$ cat src/rtl/uart_tx.sv
// -----------------------------------------------------------------------------
// uart_tx -- UART serial transmitter
//
// Accepts a byte on a level-sensitive txStart/txData handshake while idle and
// serialises it onto an idle-high line: one start bit (0), eight data bits LSB
// first, an optional parity bit, then one or two stop bits (1). Every bit is
// held for CLKS_PER_BIT clock cycles. All outputs are registered.
//
// Parameters:
//   CLKS_PER_BIT  clock cycles per serial bit (>= 2)
//   PARITY        0 = none, 1 = odd, 2 = even
//   STOP_BITS     1 or 2
//
// Ports:
//   clk      system clock, rising edge
//   reset    synchronous, active-high reset
//   txStart  request to send txData; sampled only while idle
//   txData   byte to send; captured on the accepting edge
//   txBusy   high from acceptance until the last stop bit ends
//   tx       serial line, idle high
// -----------------------------------------------------------------------------
module uart_tx #(
    parameter int CLKS_PER_BIT = 434,
    parameter int PARITY       = 0,
    parameter int STOP_BITS    = 1
) (
    input  logic       clk,
    input  logic       reset,
    input  logic       txStart,
    input  logic [7:0] txData,
    output logic       txBusy,
    output logic       tx
);

    // Counter width follows $clog2(CLKS_PER_BIT); the guard only keeps an
    // illegal CLKS_PER_BIT from producing a zero-width vector.
    localparam int CW = (CLKS_PER_BIT >= 2) ? $clog2(CLKS_PER_BIT) : 1;
    localparam logic [CW-1:0] CNT_MAX   = CW'(CLKS_PER_BIT - 1);
    localparam logic [CW-1:0] CNT_ZERO  = CW'(0);
    localparam logic [CW-1:0] CNT_ONE   = CW'(1);
    localparam logic [2:0]    STOP_LAST = 3'(STOP_BITS - 1);

    typedef enum logic [2:0] {
        S_IDLE   = 3'd0,
        S_START  = 3'd1,
        S_DATA   = 3'd2,
        S_PARITY = 3'd3,
        S_STOP   = 3'd4
    } state_t;

    state_t          r_state;
    logic [CW-1:0]   r_clk_cnt;
    logic [2:0]      r_bit_idx;
    logic [7:0]      r_data;
    logic            r_tx;
    logic            r_busy;
    logic            w_bit_end;

    // Parity bit for the latched byte: odd parity inverts the XOR reduction.
    function automatic logic parity_bit(input logic [7:0] d);
        if (PARITY == 1) begin
            return ~^d;
        end else begin
            return ^d;
        end
    endfunction

    // Elaboration-time parameter legality checks.
    generate
        if (CLKS_PER_BIT < 2) begin : g_bad_cpb
            $error("uart_tx: CLKS_PER_BIT must be >= 2");
        end
        if (PARITY < 0 || PARITY > 2) begin : g_bad_parity
            $error("uart_tx: PARITY must be 0, 1 or 2");
        end
        if (STOP_BITS != 1 && STOP_BITS != 2) begin : g_bad_stop
            $error("uart_tx: STOP_BITS must be 1 or 2");
        end
    endgenerate

    assign w_bit_end = (r_clk_cnt == CNT_MAX);

    // Frame sequencer: state, bit timing, shift data and registered outputs.
    always_ff @(posedge clk) begin
        if (reset) begin
            r_state   <= S_IDLE;
            r_clk_cnt <= CNT_ZERO;
            r_bit_idx <= 3'd0;
            r_data    <= 8'h00;
            r_tx      <= 1'b1;
            r_busy    <= 1'b0;
        end else begin
            case (r_state)
                S_IDLE: begin
                    r_tx      <= 1'b1;
                    r_busy    <= 1'b0;
                    r_clk_cnt <= CNT_ZERO;
                    r_bit_idx <= 3'd0;
                    if (txStart) begin
                        // Start bit is driven from this edge, so the line
                        // falls one cycle after txStart is sampled.
                        r_data  <= txData;
                        r_tx    <= 1'b0;
                        r_busy  <= 1'b1;
                        r_state <= S_START;
                    end
                end

                S_START: begin
                    if (w_bit_end) begin
                        r_clk_cnt <= CNT_ZERO;
                        r_bit_idx <= 3'd0;
                        r_tx      <= r_data[0];
                        r_state   <= S_DATA;
                    end else begin
                        r_clk_cnt <= r_clk_cnt + CNT_ONE;
                    end
                end

                S_DATA: begin
                    if (w_bit_end) begin
                        r_clk_cnt <= CNT_ZERO;
                        if (r_bit_idx == 3'd7) begin
                            r_bit_idx <= 3'd0;
                            if (PARITY != 0) begin
                                r_tx    <= parity_bit(r_data);
                                r_state <= S_PARITY;
                            end else begin
                                r_tx    <= 1'b1;
                                r_state <= S_STOP;
                            end
                        end else begin
                            r_bit_idx <= r_bit_idx + 3'd1;
                            r_tx      <= r_data[r_bit_idx + 3'd1];
                        end
                    end else begin
                        r_clk_cnt <= r_clk_cnt + CNT_ONE;
                    end
                end

                S_PARITY: begin
                    if (w_bit_end) begin
                        r_clk_cnt <= CNT_ZERO;
                        r_bit_idx <= 3'd0;
                        r_tx      <= 1'b1;
                        r_state   <= S_STOP;
                    end else begin
                        r_clk_cnt <= r_clk_cnt + CNT_ONE;
                    end
                end

                S_STOP: begin
                    // The bit index is reused to count stop bits.
                    if (w_bit_end) begin
                        r_clk_cnt <= CNT_ZERO;
                        if (r_bit_idx == STOP_LAST) begin
                            r_bit_idx <= 3'd0;
                            r_busy    <= 1'b0;
                            r_tx      <= 1'b1;
                            r_state   <= S_IDLE;
                        end else begin
                            r_bit_idx <= r_bit_idx + 3'd1;
                        end
                    end else begin
                        r_clk_cnt <= r_clk_cnt + CNT_ONE;
                    end
                end

                default: begin
                    r_state   <= S_IDLE;
                    r_clk_cnt <= CNT_ZERO;
                    r_bit_idx <= 3'd0;
                    r_tx      <= 1'b1;
                    r_busy    <= 1'b0;
                end
            endcase
        end
    end

    assign txBusy = r_busy;
    assign tx     = r_tx;

endmodule
$ cat config.mk
export PLATFORM = sky130hd
export DESIGN_NAME = uart_tx
export DESIGN_NICKNAME = d
export VERILOG_FILES = /design/src/rtl/uart_tx.sv
export SDC_FILE = /design/constraint.sdc
export NUM_CORES = 1
export LEC_CHECK = 0
export BUFFER_PORTS_ARGS = -buffer_cell sky130_fd_sc_hd__buf_2
export CAP_MARGIN = 10
export CORE_UTILIZATION = 59
export DETAILED_ROUTE_END_ITERATION = 16
export HOLD_SLACK_MARGIN = 0.02
export MAX_ROUTING_LAYER = met4
export PLACE_DENSITY = 0.84
export SLEW_MARGIN = 15
export SYNTH_ARGS = -nofsm -noshare
export SYNTH_HDL_FRONTEND = slang
export SYNTH_SLANG_ARGS = --single-unit
$ cat constraint.sdc
create_clock -name clk -period 4.05 [get_ports clk]
set_input_delay 0.2025 -clock clk [delete_from_list [all_inputs] [get_ports clk]]
set_output_delay 0.2025 -clock clk [all_outputs]
set_load 0.005 [all_outputs]
==> results.cfg, run 1 <==
[global_routing]
grt_max_degree = 19
grt_pass1_wl_um = 3930
first_global_vias = 873
grt_usage_pct = 26.1
antenna_found_initial = 0
grt-ovfl-total = 0

[sta]
final-setup-viol-count = 0
whs_ns = 0.117
finalCritPeriodShare_pct = 49.4
worst_slew_pin_slew_ns = 0.627
fmax_ghz = 0.500
report.final.slew_viol_count = 0
skew_ns = 0.00648
finalHoldViolCount = 0
post-route-min-period_ns = 2.00
finalSetupTns_ns = 0
grt_setup_unrepaired = no
relSlewSlack_pct = 57.8

[yosys]
yosysWarnings = 0
synth_area_um2 = 1200
avgSynthCellArea_um2 = 8.06
ys.flop_type = dfxtp_1
ys_seq_elements = 25
synthTopCellsByArea = dfxtp_1 (42%), nand2_1 (7.5%), a21oi_1 (6.7%)
seq_area_frac_synth_pct = 41.7
synthCells = 149
async_flop_share_pct = 0
syn_nets = 165
synth_edf_count = 0
yosys.area.top_type = dfxtp_1
synth_top_area_share_pct = 41.7
yosys.cell_types.count = 34

[critical_path]
startpoint_type = register
crit_family = compound AO/OA/AOI/OAI gates
crit_fanout = 7
worstSetupPathDepth = 6
cp.required_ns = 4.27
crit_type = reg2reg
crit_chain = ha_1, ha_1, nor2b_1, a2111oi_0, o2111ai_1, o311a_1
crit_top_cell = ha_1
rr_worst_depth = 6
crit_buf_inv = 0
worst_path_largest_cell_delay_ns = 0.50
cp_data_arrival_time_ns = 2.22
cp_slowest_cell = a2111oi_0
cp-end-kind = register

[floorplan]
initial_utilization_pct = 66.0
core_um2 = 1820
ios = 13
die_w_um = 47.1
row_count = 15
die_y_um = 47.1
die_area_um2 = 2220

[finish]
layout-drive-gt1-share_pct = 12.7
instances_no_fill = 183
fill_cells = 158
antennaDiodeCount = 0
synthToLayoutAreaGrowth_pct = 7.71
layout.nets = 175

[routing]
viasPerCell = 5.48
ant_nets = 0
drtPass1Iterations = 4
route.detailed.drc = 0
drt_first_iter_violations = 46
totalWireLength_um = 2300
dr_total_vias = 1003
wl_per_cell_um = 12.6

[power]
power_density_nw_per_um2 = 310
p_leak_nw = 0.470
power_mw = 0.401
ir_worst_vdd_v = 0.000224

[cts]
clk_path_buf_depth = 2
clkSinkCount = 25
cts_hold_buf = 0
clk_pin_slew_worst_paths_ns = 0.13
cts_tree = built
cts_root_buf = clkbuf_4
cts_buffers = 3
htreeDepth = 1
postCtsSetupRepairBufs = 0
clk_latency_ns = 0.31
cts_resized = 0

[outcome]
status = completed

[run]
drv_cap = 0

[hold_path]
hold_path_depth = 3
hold_path_class = in2reg

[placed_design]
dp_hpwl_um = 1670
numPortBuffers = 12
dp.cells = 179
gp_congestion = 0.889
==> placed cells by master, fill, tap and decap left out, types with 3 or more instances in the layout <==
cell type   n
ha_1        5
mux2i_1     3
dfxtp_1    25
xnor2_1     5
a21oi_1    16
nor2_1     13
buf_2      12
or3_1       3
clkbuf_4    3
inv_1       8
o21ai_0     4
nand2_1    24
nor3_1      4
nand3_1     7
and3_1      3
==> report_power, final <==
group          switching (mW)  leakage, nW  internal, mW  total (mW)
clock                  0.0707       0.0177        0.0368       0.108
sequential            0.00605        0.204         0.254       0.260
combinational          0.0194        0.249        0.0144      0.0339
total                  0.0961        0.470         0.305       0.401
==> cell usage after synthesis (2+ instances only) <==
library cell  count
or3_1             3
inv_1             8
dfxtp_1          25
xnor2_1           5
nor3_1            4
nor2_1           13
a21oi_1          16
xor2_1            2
nand3_1           7
o21ai_0           4
and3_1            3
ha_1              5
clkbuf_1          6
nand2_1          24
mux2i_1           3
nand4_1           2
o2111ai_1         2
==> through the flow <==
step / area [um2] / util (%) / setup slack [ns]
2_1_floorplan: 1200 / - / 2.22
3_3_place_gp: 1270 / 69.6 / 2.21
3_5_place_dp: 1270 / 69.6 / 2.16
4_1_cts: 1290 / 71.1 / 2.11
5_1_grt: 1290 / 71.1 / 1.93
6_report: 1290 / 71.1 / 2.05
==> metal layers <==
metal	share of wire (%)	vias to the layer above	global-route usage, %
met1	51	445	37.7
met2	44	28	35.0
met5	0	-	-
met4	0.65	0	11.4
li1	-	528	-
met3	4.3	2	5.00
==> worst paths after layout <==
| path | startpoint | to | slack, ns |
|---|---|---|---|
| worst max-delay path | r_bit_idx[0]$_SDFFE_PP0P_ | tx$_SDFFE_PP1P_ | 2.05 |
| worst min-delay path | txData[0] | r_data[0]$_SDFFE_PP0P_ | 0.12 |
| worst max register to register | r_bit_idx[0]$_SDFFE_PP0P_ | tx$_SDFFE_PP1P_ | 2.05 |
| worst min register to register | r_data[1]$_SDFFE_PP0P_ | r_data[1]$_SDFFE_PP0P_ | 0.47 |
==> flip-flops by register name (all words and copies together) (netlist names) <==
| name | cells |
|---|---|
| r_clk_cnt | 9 |
| r_data | 8 |
| r_bit_idx | 3 |
| r_state | 3 |
| tx | 1 |
| txBusy | 1 |
==> area by class of cell <==
cell class	count	area (um2)	share of cell area (%)
sequential	25	500	38.7
clock buffer	3	22.5	1.74
timing repair buffer	12	60.1	4.64
clock inverter	1	5.00	0.387
inverter	8	30.0	2.32
multi-input combinational	109	644	49.8
tap	25	31.3	2.42
==> logic make-up after synthesis <==
logic type	Yosys count	share of synthesized area, %
AO/OA/AOI/OAI	29	14.5
XOR/XNOR	7	5.10
adder cells (fa/ha/maj)	5	5.21
buffers and inverters	15	4.69
flip-flops	25	41.7
multiplexers	3	2.50
AND/OR/NAND/NOR	65	26.4
==> worst register-to-register path: cells and delay by family (launching register included) <==
family                     cells  cell delay (ns)
AOI/OAI and AO/OA              3             0.83
and+or+nand+nor                1             0.08
adders and majority gates      2             0.62
DFF                            1             0.38
Note: power is estimated with default switching activity, not from simulation.
==> inputs of run 2 (changes only) <==
--- a/config.mk
+++ b/config.mk
@@ -5,13 +5,14 @@
 export SDC_FILE = /design/constraint.sdc
 export NUM_CORES = 1
 export LEC_CHECK = 0
+export ABC_AREA = 1
 export BUFFER_PORTS_ARGS = -buffer_cell sky130_fd_sc_hd__buf_2
 export CAP_MARGIN = 10
-export CORE_UTILIZATION = 59
+export CORE_UTILIZATION = 51
 export DETAILED_ROUTE_END_ITERATION = 16
 export HOLD_SLACK_MARGIN = 0.02
 export MAX_ROUTING_LAYER = met4
-export PLACE_DENSITY = 0.84
+export PLACE_DENSITY = 0.77
 export SLEW_MARGIN = 15
 export SYNTH_ARGS = -nofsm -noshare
 export SYNTH_HDL_FRONTEND = slang
==> constraint.sdc (replaced) <==
create_clock -name clk -period 1.6 [get_ports clk]
set_input_delay 0.08 -clock clk [delete_from_list [all_inputs] [get_ports clk]]
set_output_delay 0.08 -clock clk [all_outputs]
set_load 0.005 [all_outputs]
==> run 2 against run 1 <==
Net effect:
- register-to-register slack got worse by 1.9 ns
- clock-buffer cell count grew 1
- combinational power increased to 30 times the previous value
- routed wire length up 19%
- total power grew to 5.4 times the previous value
- utilization fell by 4.7 points
- clock skew is 0.0034 ns higher
- sequential power rose to 3.4 times the previous value
- sequential cell count unchanged
- final area grew 18%
- die area up 22%
- critical path type unchanged
==> results.cfg, run 2 <==
[floorplan]
die_y_um = 52.1
ios = 13
row_count = 17
die_w_um = 52.1
die_area_um2 = 2710
initial_utilization_pct = 55.7
core_um2 = 2300

[critical_path]
cp_data_arrival_time_ns = 1.71
cp_slowest_cell = dfxtp_2
crit_buf_inv = 3
rr_worst_depth = 12
crit_fanout = 4
reg2reg_to = r_state[2]$_SDFFE_PP0P_
cp-end-kind = register
startpoint_type = register
cp-startpoint = r_clk_cnt[1]$_SDFF_PP0_
crit_type = reg2reg
worst_path_largest_cell_delay_ns = 0.35
crit_chain = inv_1, ha_2, inv_1, nor3_2, nand3_2, o21ai_1, nand2_1, inv_1, nand2_1, nand2_1, nand2_1, nor2_1
r2r-start = r_clk_cnt[1]$_SDFF_PP0_
ff2ff_setup_slack_ns = 0.16
crit_top_cell = nand2_1
crit_family = simple AND/OR/NAND/NOR gates
cp.required_ns = 1.87

[yosys]
synth_edf_count = 0
synth_top_area_share_pct = 39.1
yosys.area.top_type = dfxtp_1
ys_seq_elements = 25
synthTopCellsByArea = dfxtp_1 (39%), nand2_1 (14%), inv_1 (7.0%)
yosys.cell_types.count = 26
avgSynthCellArea_um2 = 6.99
ys.flop_type = dfxtp_1
syn_nets = 199
synth_area_um2 = 1280
yosysMostFrequentCell = nand2_1
synthCells = 183
ys_top_cells_by_count = nand2_1 (47), dfxtp_1 (25), inv_1 (24)
yosysWarnings = 0
async_flop_share_pct = 0
seq_area_frac_synth_pct = 39.1

[global_routing]
grt_pass1_wl_um = 4630
first_global_vias = 1116
grt_max_degree = 14
grt-ovfl-total = 0
antenna_found_initial = 0
grt_usage_pct = 24.1

[sta]
worst_slew_pin_slew_ns = 0.351
relSlewSlack_pct = 76.4
grt_setup_unrepaired = no
final-setup-viol-count = 0
finalSetupTns_ns = 0
fmax_ghz = 0.693
finalCritPeriodShare_pct = 90.1
finalHoldViolCount = 0
worst_slack_ns = 0.158
report.final.slew_viol_count = 0
whs_ns = 0.0735
skew_ns = 0.00985
post-route-min-period_ns = 1.44

[finish]
layout.nets = 225
layout-drive-gt1-share_pct = 17.8
largest-register = r_clk_cnt
largest_registers = r_clk_cnt: 9 flops, r_data: 8 flops
final_common_cell = nand2_1
synthToLayoutAreaGrowth_pct = 19.1
fin_util_pct = 66.3
antennaDiodeCount = 0
largest_reg_flops = 9
final_cell_mix = nand2_1 (47), inv_1 (23), dfxtp_1 (22)

[power]
switching_share_pct = 42.2
power_density_nw_per_um2 = 1430
p_int_mw = 1.26
seq_power_share_pct = 40.2
clock_power_share_pct = 13.1
ir_worst_vdd_v = 0.00108
p_switching_mw = 0.920
combinationalPowerShare_pct = 46.7
p_leak_nw = 0.681

[outcome]
status = completed

[routing]
top_layer_used = met4
viasPerCell = 5.12
ant_nets = 0
route.detailed.drc = 0
wl_per_cell_um = 11.5
wl_met2_um = 1240
wl_met3_um = 87
drtPass1Iterations = 4
drt_first_iter_violations = 20
totalWireLength_um = 2730
m1WireLength_um = 1370
dr_total_vias = 1208

[placed_design]
numPortBuffers = 12
gp_congestion = 0.921
dp_hpwl_um = 1920
place_ws_ns = 0.102

[cts]
cts_tree = built
cts_buffers = 3
htreeDepth = 1
postCtsSetupRepairBufs = 0
clkSinkCount = 25
cts_root_buf = clkbuf_4
clk_pin_slew_worst_paths_ns = 0.14
clk_path_buf_depth = 2
clk_latency_ns = 0.32

[run]
drv_cap = 0

[hold_path]
hold_path_depth = 2
holdCritStartpoint = reset
hold_path_class = in2reg
holdPathEnd = r_data[1]$_SDFFE_PP0P_
[run 2: cell count changes in the layout (fill, tap and decap cells not counted), sizes merged, moves of 3 or more]
cell	before	now
or3	3	0
dlygate4sd3	0	8
nand2	24	50
nand3	7	10
xnor2	5	1
nor2	13	19
o21ai	5	10
mux2i	3	0
and3	3	0
inv	8	27
nor3	4	7
[run 2: layout make-up]
class | count | area (um2)
sequential | 25 | 507
fill | 194 | 773
clock buffer | 4 | 26.3
multi-input combinational | 130 | 697
inverter | 27 | 104
tap | 28 | 35.0
timing repair buffer | 22 | 155
[run 2: timing repair]
action | 4_1_cts | 5_1_grt
setup endpoints to repair | 0 | 5
hold buffers | 8 | 0
resized for setup | 0 | 11
endpoints found under the hold margin | 8 | 0
[run 2: power by group through the flow]
stage               Combinational (mW)  Sequential [mW]  Clock (mW)
CTS                              0.986            0.855       0.287
floorplan                        0.735            0.852           0
global placement                 0.936            0.865           0
detailed placement               0.965            0.869           0
finish                            1.02            0.875       0.285
global route                      1.16            0.891       0.307
[run 2: cells by family (layout without fill, tap and decap cells)]
family	count (synthesis)	count (layout)	synth area share, %
buffers and inverters	28	53	8.41
and+or+nand+nor	95	95	34.9
xor gates and xnor gates	3	3	2.05
adders and majority gates	5	5	4.89
DFF	25	25	39.1
AOI/OAI and AO/OA	27	27	10.7
[run 2: layer usage]
metal	vias to the layer above	track usage, %
li1	635	-
met4	0	6.76
met2	23	39.3
met5	-	-
met3	4	4.39
met1	546	30.3
[run 2: worst max-delay path by stage]
stage / cells past startpoint / slack (ns) / endpoint
floorplan: 8 / 0.20 / tx$_SDFFE_PP1P_
global placement: 8 / 0.15 / tx$_SDFFE_PP1P_
detailed placement: 11 / 0.10 / r_state[2]$_SDFFE_PP0P_
CTS: 8 / 0.08 / tx$_SDFFE_PP1P_
global route: 12 / 0.01 / r_state[2]$_SDFFE_PP0P_
finish: 12 / 0.16 / r_state[2]$_SDFFE_PP0P_
[run 2: through the flow]
| step | total power [mW] | instances | area, um2 |
|---|---|---|---|
| 5_1_grt | 2.35 | 236 | 1520 |
| 3_5_place_dp | 1.83 | 224 | 1390 |
| 4_1_cts | 2.13 | 236 | 1490 |
| 6_report | 2.18 | 236 | 1520 |
| 2_1_floorplan | 1.59 | 183 | 1280 |
| 3_3_place_gp | 1.80 | 224 | 1390 |
